`config.mk`:
```
export PLATFORM = sky130hd
export DESIGN_NAME = onehot_pulse_decoder
export DESIGN_NICKNAME = d
export VERILOG_FILES = /design/src/rtl/onehot_pulse_pkg.sv /design/src/rtl/bin_to_onehot.sv /design/src/rtl/onehot_pulse_decoder.sv
export SDC_FILE = /design/constraint.sdc
export NUM_CORES = 1
export LEC_CHECK = 0
export CAP_MARGIN = 15
export CORE_ASPECT_RATIO = 0.6
export CORE_MARGIN = 5
export CORE_UTILIZATION = 50
export DETAILED_ROUTE_END_ITERATION = 16
export PLACE_DENSITY = 0.74
export REMOVE_ABC_BUFFERS = 1
export SLEW_MARGIN = 20
export SYNTH_ARGS = -nofsm -noshare
export SYNTH_HDL_FRONTEND = slang
export SYNTH_HIERARCHICAL = 1
export SYNTH_SLANG_ARGS = --single-unit
```
`constraint.sdc`:
```
create_clock -name clk -period 4 [get_ports clk]
set_clock_uncertainty 0.1 [all_clocks]
set_input_delay 0.4 -clock clk [delete_from_list [all_inputs] [get_ports clk]]
set_output_delay 0.4 -clock clk [all_outputs]
set_load 0.005 [all_outputs]
```
`src/rtl/onehot_pulse_pkg.sv`:
```
// Shared types and elaboration helpers for the one-hot pulse decoder.
//   state_t   : FSM state encoding (IDLE, DRIVE, GAP)
//   cnt_width : width of the cycle counter covering both pulse and gap lengths
package onehot_pulse_pkg;

  typedef enum logic [1:0] {
    IDLE  = 2'd0,
    DRIVE = 2'd1,
    GAP   = 2'd2
  } state_t;

  // Counter must hold max(pulse_len, gap_len) - 1; sized with one spare value.
  function automatic int unsigned cnt_width(input int unsigned pulse_len,
                                            input int unsigned gap_len);
    int unsigned longest;
    longest = (pulse_len > gap_len) ? pulse_len : gap_len;
    return $clog2(longest + 1);
  endfunction

endpackage

```
`src/rtl/bin_to_onehot.sv`:
```
// Combinational binary to one-hot converter.
//   code   : binary select code (N_BITS)
//   onehot : 2**N_BITS wide vector with only bit [code] set
module bin_to_onehot #(
  parameter int unsigned N_BITS = 3
) (
  input  logic [N_BITS-1:0]      code,
  output logic [2**N_BITS-1:0]   onehot
);

  always_comb begin
    onehot       = '0;
    onehot[code] = 1'b1;
  end

endmodule

```
`src/rtl/onehot_pulse_decoder.sv`:
```
// Turns accepted binary codes into registered one-hot strobes of PULSE_LEN
// cycles, each followed by GAP_LEN all-zero cycles. One code can be queued
// in a holding register while a strobe or gap is in flight.
//   clk, rst_n : clock, asynchronous active-low reset
//   in_valid   : bin is valid this cycle
//   in_ready   : a code can be taken (holding register empty)
//   bin        : binary select code
//   dec        : registered one-hot strobe (one line high or all zero)
//   busy       : FSM not idle
module onehot_pulse_decoder
  import onehot_pulse_pkg::*;
#(
  parameter int unsigned N_BITS    = 3,
  parameter int unsigned PULSE_LEN = 4,
  parameter int unsigned GAP_LEN   = 1
) (
  input  logic                  clk,
  input  logic                  rst_n,
  input  logic                  in_valid,
  output logic                  in_ready,
  input  logic [N_BITS-1:0]     bin,
  output logic [2**N_BITS-1:0]  dec,
  output logic                  busy
);

  localparam int unsigned DEC_W = 2**N_BITS;
  localparam int unsigned CNT_W = cnt_width(PULSE_LEN, GAP_LEN);
  localparam logic [CNT_W-1:0] PULSE_RELOAD = CNT_W'(PULSE_LEN - 1);
  localparam logic [CNT_W-1:0] GAP_RELOAD   = CNT_W'((GAP_LEN > 0) ? (GAP_LEN - 1) : 0);

  state_t              state, state_nxt;
  logic [DEC_W-1:0]    dec_nxt;
  logic [CNT_W-1:0]    cnt, cnt_nxt;
  logic                hold_valid, hold_valid_nxt;
  logic [N_BITS-1:0]   hold_code, hold_code_nxt;

  logic                accept;
  logic                have_next;
  logic                take_next;
  logic [N_BITS-1:0]   load_code;
  logic [DEC_W-1:0]    load_onehot;

  assign in_ready  = !hold_valid;
  assign busy      = (state != IDLE);
  assign accept    = in_valid & in_ready;
  assign have_next = hold_valid | accept;

  // Held code has priority; otherwise a same-cycle accept bypasses the hold.
  assign load_code = hold_valid ? hold_code : bin;

  bin_to_onehot #(
    .N_BITS (N_BITS)
  ) u_bin_to_onehot (
    .code   (load_code),
    .onehot (load_onehot)
  );

  // State, strobe, counter and holding register.
  always_ff @(posedge clk or negedge rst_n) begin
    if (!rst_n) begin
      state      <= IDLE;
      dec        <= '0;
      cnt        <= '0;
      hold_valid <= 1'b0;
      hold_code  <= '0;
    end else begin
      state      <= state_nxt;
      dec        <= dec_nxt;
      cnt        <= cnt_nxt;
      hold_valid <= hold_valid_nxt;
      hold_code  <= hold_code_nxt;
    end
  end

  // Next-state, strobe sequencing and hold bookkeeping.
  always_comb begin
    state_nxt      = state;
    dec_nxt        = dec;
    cnt_nxt        = cnt;
    hold_valid_nxt = hold_valid;
    hold_code_nxt  = hold_code;
    take_next      = 1'b0;

    case (state)
      IDLE: begin
        if (accept) begin
          dec_nxt   = load_onehot;
          cnt_nxt   = PULSE_RELOAD;
          state_nxt = DRIVE;
          take_next = 1'b1;
        end
      end
      DRIVE: begin
        if (cnt == '0) begin
          if (GAP_LEN > 0) begin
            dec_nxt   = '0;
            cnt_nxt   = GAP_RELOAD;
            state_nxt = GAP;
          end else if (have_next) begin
            dec_nxt   = load_onehot;
            cnt_nxt   = PULSE_RELOAD;
            take_next = 1'b1;
          end else begin
            dec_nxt   = '0;
            state_nxt = IDLE;
          end
        end else begin
          cnt_nxt = cnt - CNT_W'(1);
        end
      end
      GAP: begin
        if (cnt == '0) begin
          if (have_next) begin
            dec_nxt   = load_onehot;
            cnt_nxt   = PULSE_RELOAD;
            state_nxt = DRIVE;
            take_next = 1'b1;
          end else begin
            state_nxt = IDLE;
          end
        end else begin
          cnt_nxt = cnt - CNT_W'(1);
        end
      end
      default: begin
        dec_nxt   = '0;
        cnt_nxt   = '0;
        state_nxt = IDLE;
      end
    endcase

    // An accept is never consumed alongside a full hold, since in_ready is low then.
    if (take_next && hold_valid) begin
      hold_valid_nxt = 1'b0;
    end else if (accept && !take_next) begin
      hold_valid_nxt = 1'b1;
      hold_code_nxt  = bin;
    end
  end

endmodule

```
==> impl_metrics.yaml <==
floorplan:
  io_pins: 16
  core_um2: 2130
  dieWidth_um: 70.7
  initial_core_util_pct: 51.8
  rows: 13
  die-area_um2: 3280
  fp.dieH_um: 46.4
setup_path:
  worst-r2r-cell-count: 5
  cpMaxStageDelayCell: "dfrtp_1"
  crit_buf_inv: 1
  r2r-start: "hold_valid"
  start_kind: "register"
  cp-startpoint: "state[0]"
  cp_num_cells: 2
  path_cells: "or2_2, clkdlybuf4s50_1"
  crit_fanout: 24
  path_class: "reg2out"
  r2r_slack_ps: 1880
  cp-end-kind: "primary output"
  reg2reg_to: "dec[5]"
  cp_top_family: "flip-flops"
  cp.arrival_ps: 1880
  slowest_delay_ps: 910
  cp.required_ps: 3500
sta:
  setup_viol: 0
  setup_ws_ps: 1620
  setup_tns_ps: 0
  period_needed_ps: 2380
  worst_slew_pin_slew_ps: 860
  maxSlewHeadroom_pct: 42.6
  fmax_mhz: 421
  finalHoldViolations: 0
  hold_ws_ps: 400
  drv_slew: 0
  fin_crit_sh_pct: 59.4
  grt_setup_unrepaired: "false"
finish:
  stdcell_count: 152
  post-route-util_pct: 60.0
  fin_nets: 129
  diodes: 0
  n_fill_cell: 189
  drive_above_1_share_pct: 18.9
  syn2layout_area_growth_pct: 15.7
route:
  routed_wl_um: 2430
  first_pass_iters: 5
  viasPerCell: 6.18
  drc: 0
  drtAntennaViolNets: 0
  drtIter0Drc: 97
  wl_per_cell_um: 16.0
  dr_total_vias: 939
logic_synthesis:
  yosysUniqueCellTypes: 32
  synth_area_um2: 1100
  synth_seq_cells: 17
  avgSynthCellArea_um2: 10.0
  postSynthCellCount: 110
  synth_edf_count: 0
  yosys_warnings: 6
  ys.flop_type: "dfrtp_1"
  async_reset_ff_share_pct: 100
  ys_seq_area_share_pct: 38.5
clock_tree:
  cts-root-buf: "clkbuf_8"
  clk_pin_slew_ps: 70
  post-cts-setup-buffers: 0
  clk_latency_ps: 250
  max-clock-path-buffers: 2
  cts_buffers: 3
  tritoncts: "built"
  postCtsHoldBufs: 0
  cts_resized: 0
  clock_sinks: 17
  h-tree-depth: 1
grt:
  antenna_found_initial: 0
  grt_pass1_wl_um: 4020
  gr-usage-all-layers_pct: 16.2
  grt-ovfl-total: 0
  grt_pass1_vias: 852
  grt_max_degree: 25
power_and_ir_drop:
  internal_power_mw: 0.528
  switching_share_pct: 44.6
  peakVddDrop_uv: 393
  combPwrFrac_pct: 50.5
  power_leakage_nw: 0.484
  p_sw_mw: 0.425
  power.density_nw_per_um2: 745
  clockPowerShare_pct: 13.6
  power_frac_seq_pct: 35.9
flow_run:
  max_cap_violations: 0
placement:
  dpl_worst_slack_ps: 1760
  gp_congestion: 0.781
  dp.cells: 148
  hpwl_um: 1660
  port-buffer-count: 15
min_path:
  hold_depth: 1
  min_to: "hold_code[0]"
  min_path_type: "reg2reg"
  hp-start: "hold_code[0]"
status:
  status: "finished clean"
how the worst max path moves through the flow:
stage,end,slack (ps)
after floorplan,dec[3],2080
after global placement,dec[5],1780
after detailed placement,dec[2],1760
after CTS,busy,1630
after global routing,busy,1560
final,busy,1620
kinds of logic (layout without fill, tap and decap cells):
kind of cell	after synthesis	in the layout	synth area share (%)
muxes	6	6	6.12
AOI/OAI and AO/OA	38	38	26.3
and+or+nand+nor	39	39	22.3
buffers and inverters	9	21	6.00
xor gates and xnor gates	1	1	0.793
DFF	17	17	38.5
through the flow:
step           cell area, µm²  power, mW
3_5_place_dp             1230      0.817
3_3_place_gp             1230      0.802
4_1_cts                  1280      0.949
5_1_grt                  1280       1.02
2_1_floorplan            1050      0.662
6_report                 1280      0.953
synth_stat cells, types with 2 or more instances:
cell type,n,area (µm²)
buf_6,3,33.8
and3b_2,3,30.0
nor2_2,2,12.5
a32oi_1,8,70.1
a21oi_1,12,60.1
a221o_1,8,80.1
o21ai_0,4,20.0
nor2_1,6,22.5
buf_4,2,15.0
nand2_1,12,45.0
buf_2,2,10.0
nor3b_1,4,30.0
mux2_2,6,67.6
or2_2,2,12.5
nor3_1,3,15.0
dfrtp_1,17,425
cell type report:
| class | count | area [µm²] | area share [%] |
|---|---|---|---|
| repair buffers | 15 | 150 | 11.7 |
| flip-flops and latches | 17 | 425 | 33.3 |
| inverters | 2 | 7.51 | 0.587 |
| clock buffers | 4 | 45.0 | 3.52 |
| multi-input cells | 84 | 613 | 47.9 |
| well taps | 30 | 37.5 | 2.94 |
power groups by stage:
stage / Sequential (mW) / Clock, mW / Combinational [mW]
6_report: 0.342 / 0.130 / 0.481
5_1_grt: 0.354 / 0.144 / 0.526
3_5_place_dp: 0.342 / 0 / 0.475
3_3_place_gp: 0.339 / 0 / 0.463
2_1_floorplan: 0.319 / 0 / 0.343
4_1_cts: 0.340 / 0.133 / 0.477
flip-flops by register name, indices dropped and copies added (netlist names):
register    count
dec             8
cnt             3
hold_code       3
state           2
hold_valid      1
cells in the final DEF, fill, tap and decap left out, drive strengths merged:
cell,netlist,layout
a2111oi,1,1
a211oi,1,1
a21boi,1,1
a21oi,12,12
a221o,8,8
a311oi,1,1
a32oi,8,8
and2b,1,1
and3,1,1
and3b,3,3
clkbuf,0,4
clkdlybuf4s50,0,15
dfrtp,17,17
inv,2,2
mux2,6,6
nand2,12,12
nor2,8,8
nor2b,2,2
nor3,4,4
nor3b,4,4
nor4,1,1
o21ai,5,5
o22ai,1,1
or2,2,2
or3,1,1
xnor2,1,1
per-layer routing:
layer,share of wire (%),up-vias,track usage [%]
met5,0,-,0
met4,0.95,0,4.87
met3,7.4,4,5.01
met2,44,45,25.8
met1,47,440,21.4
li1,-,450,-
No activity file was read; power rests on OpenSTA's default activity.
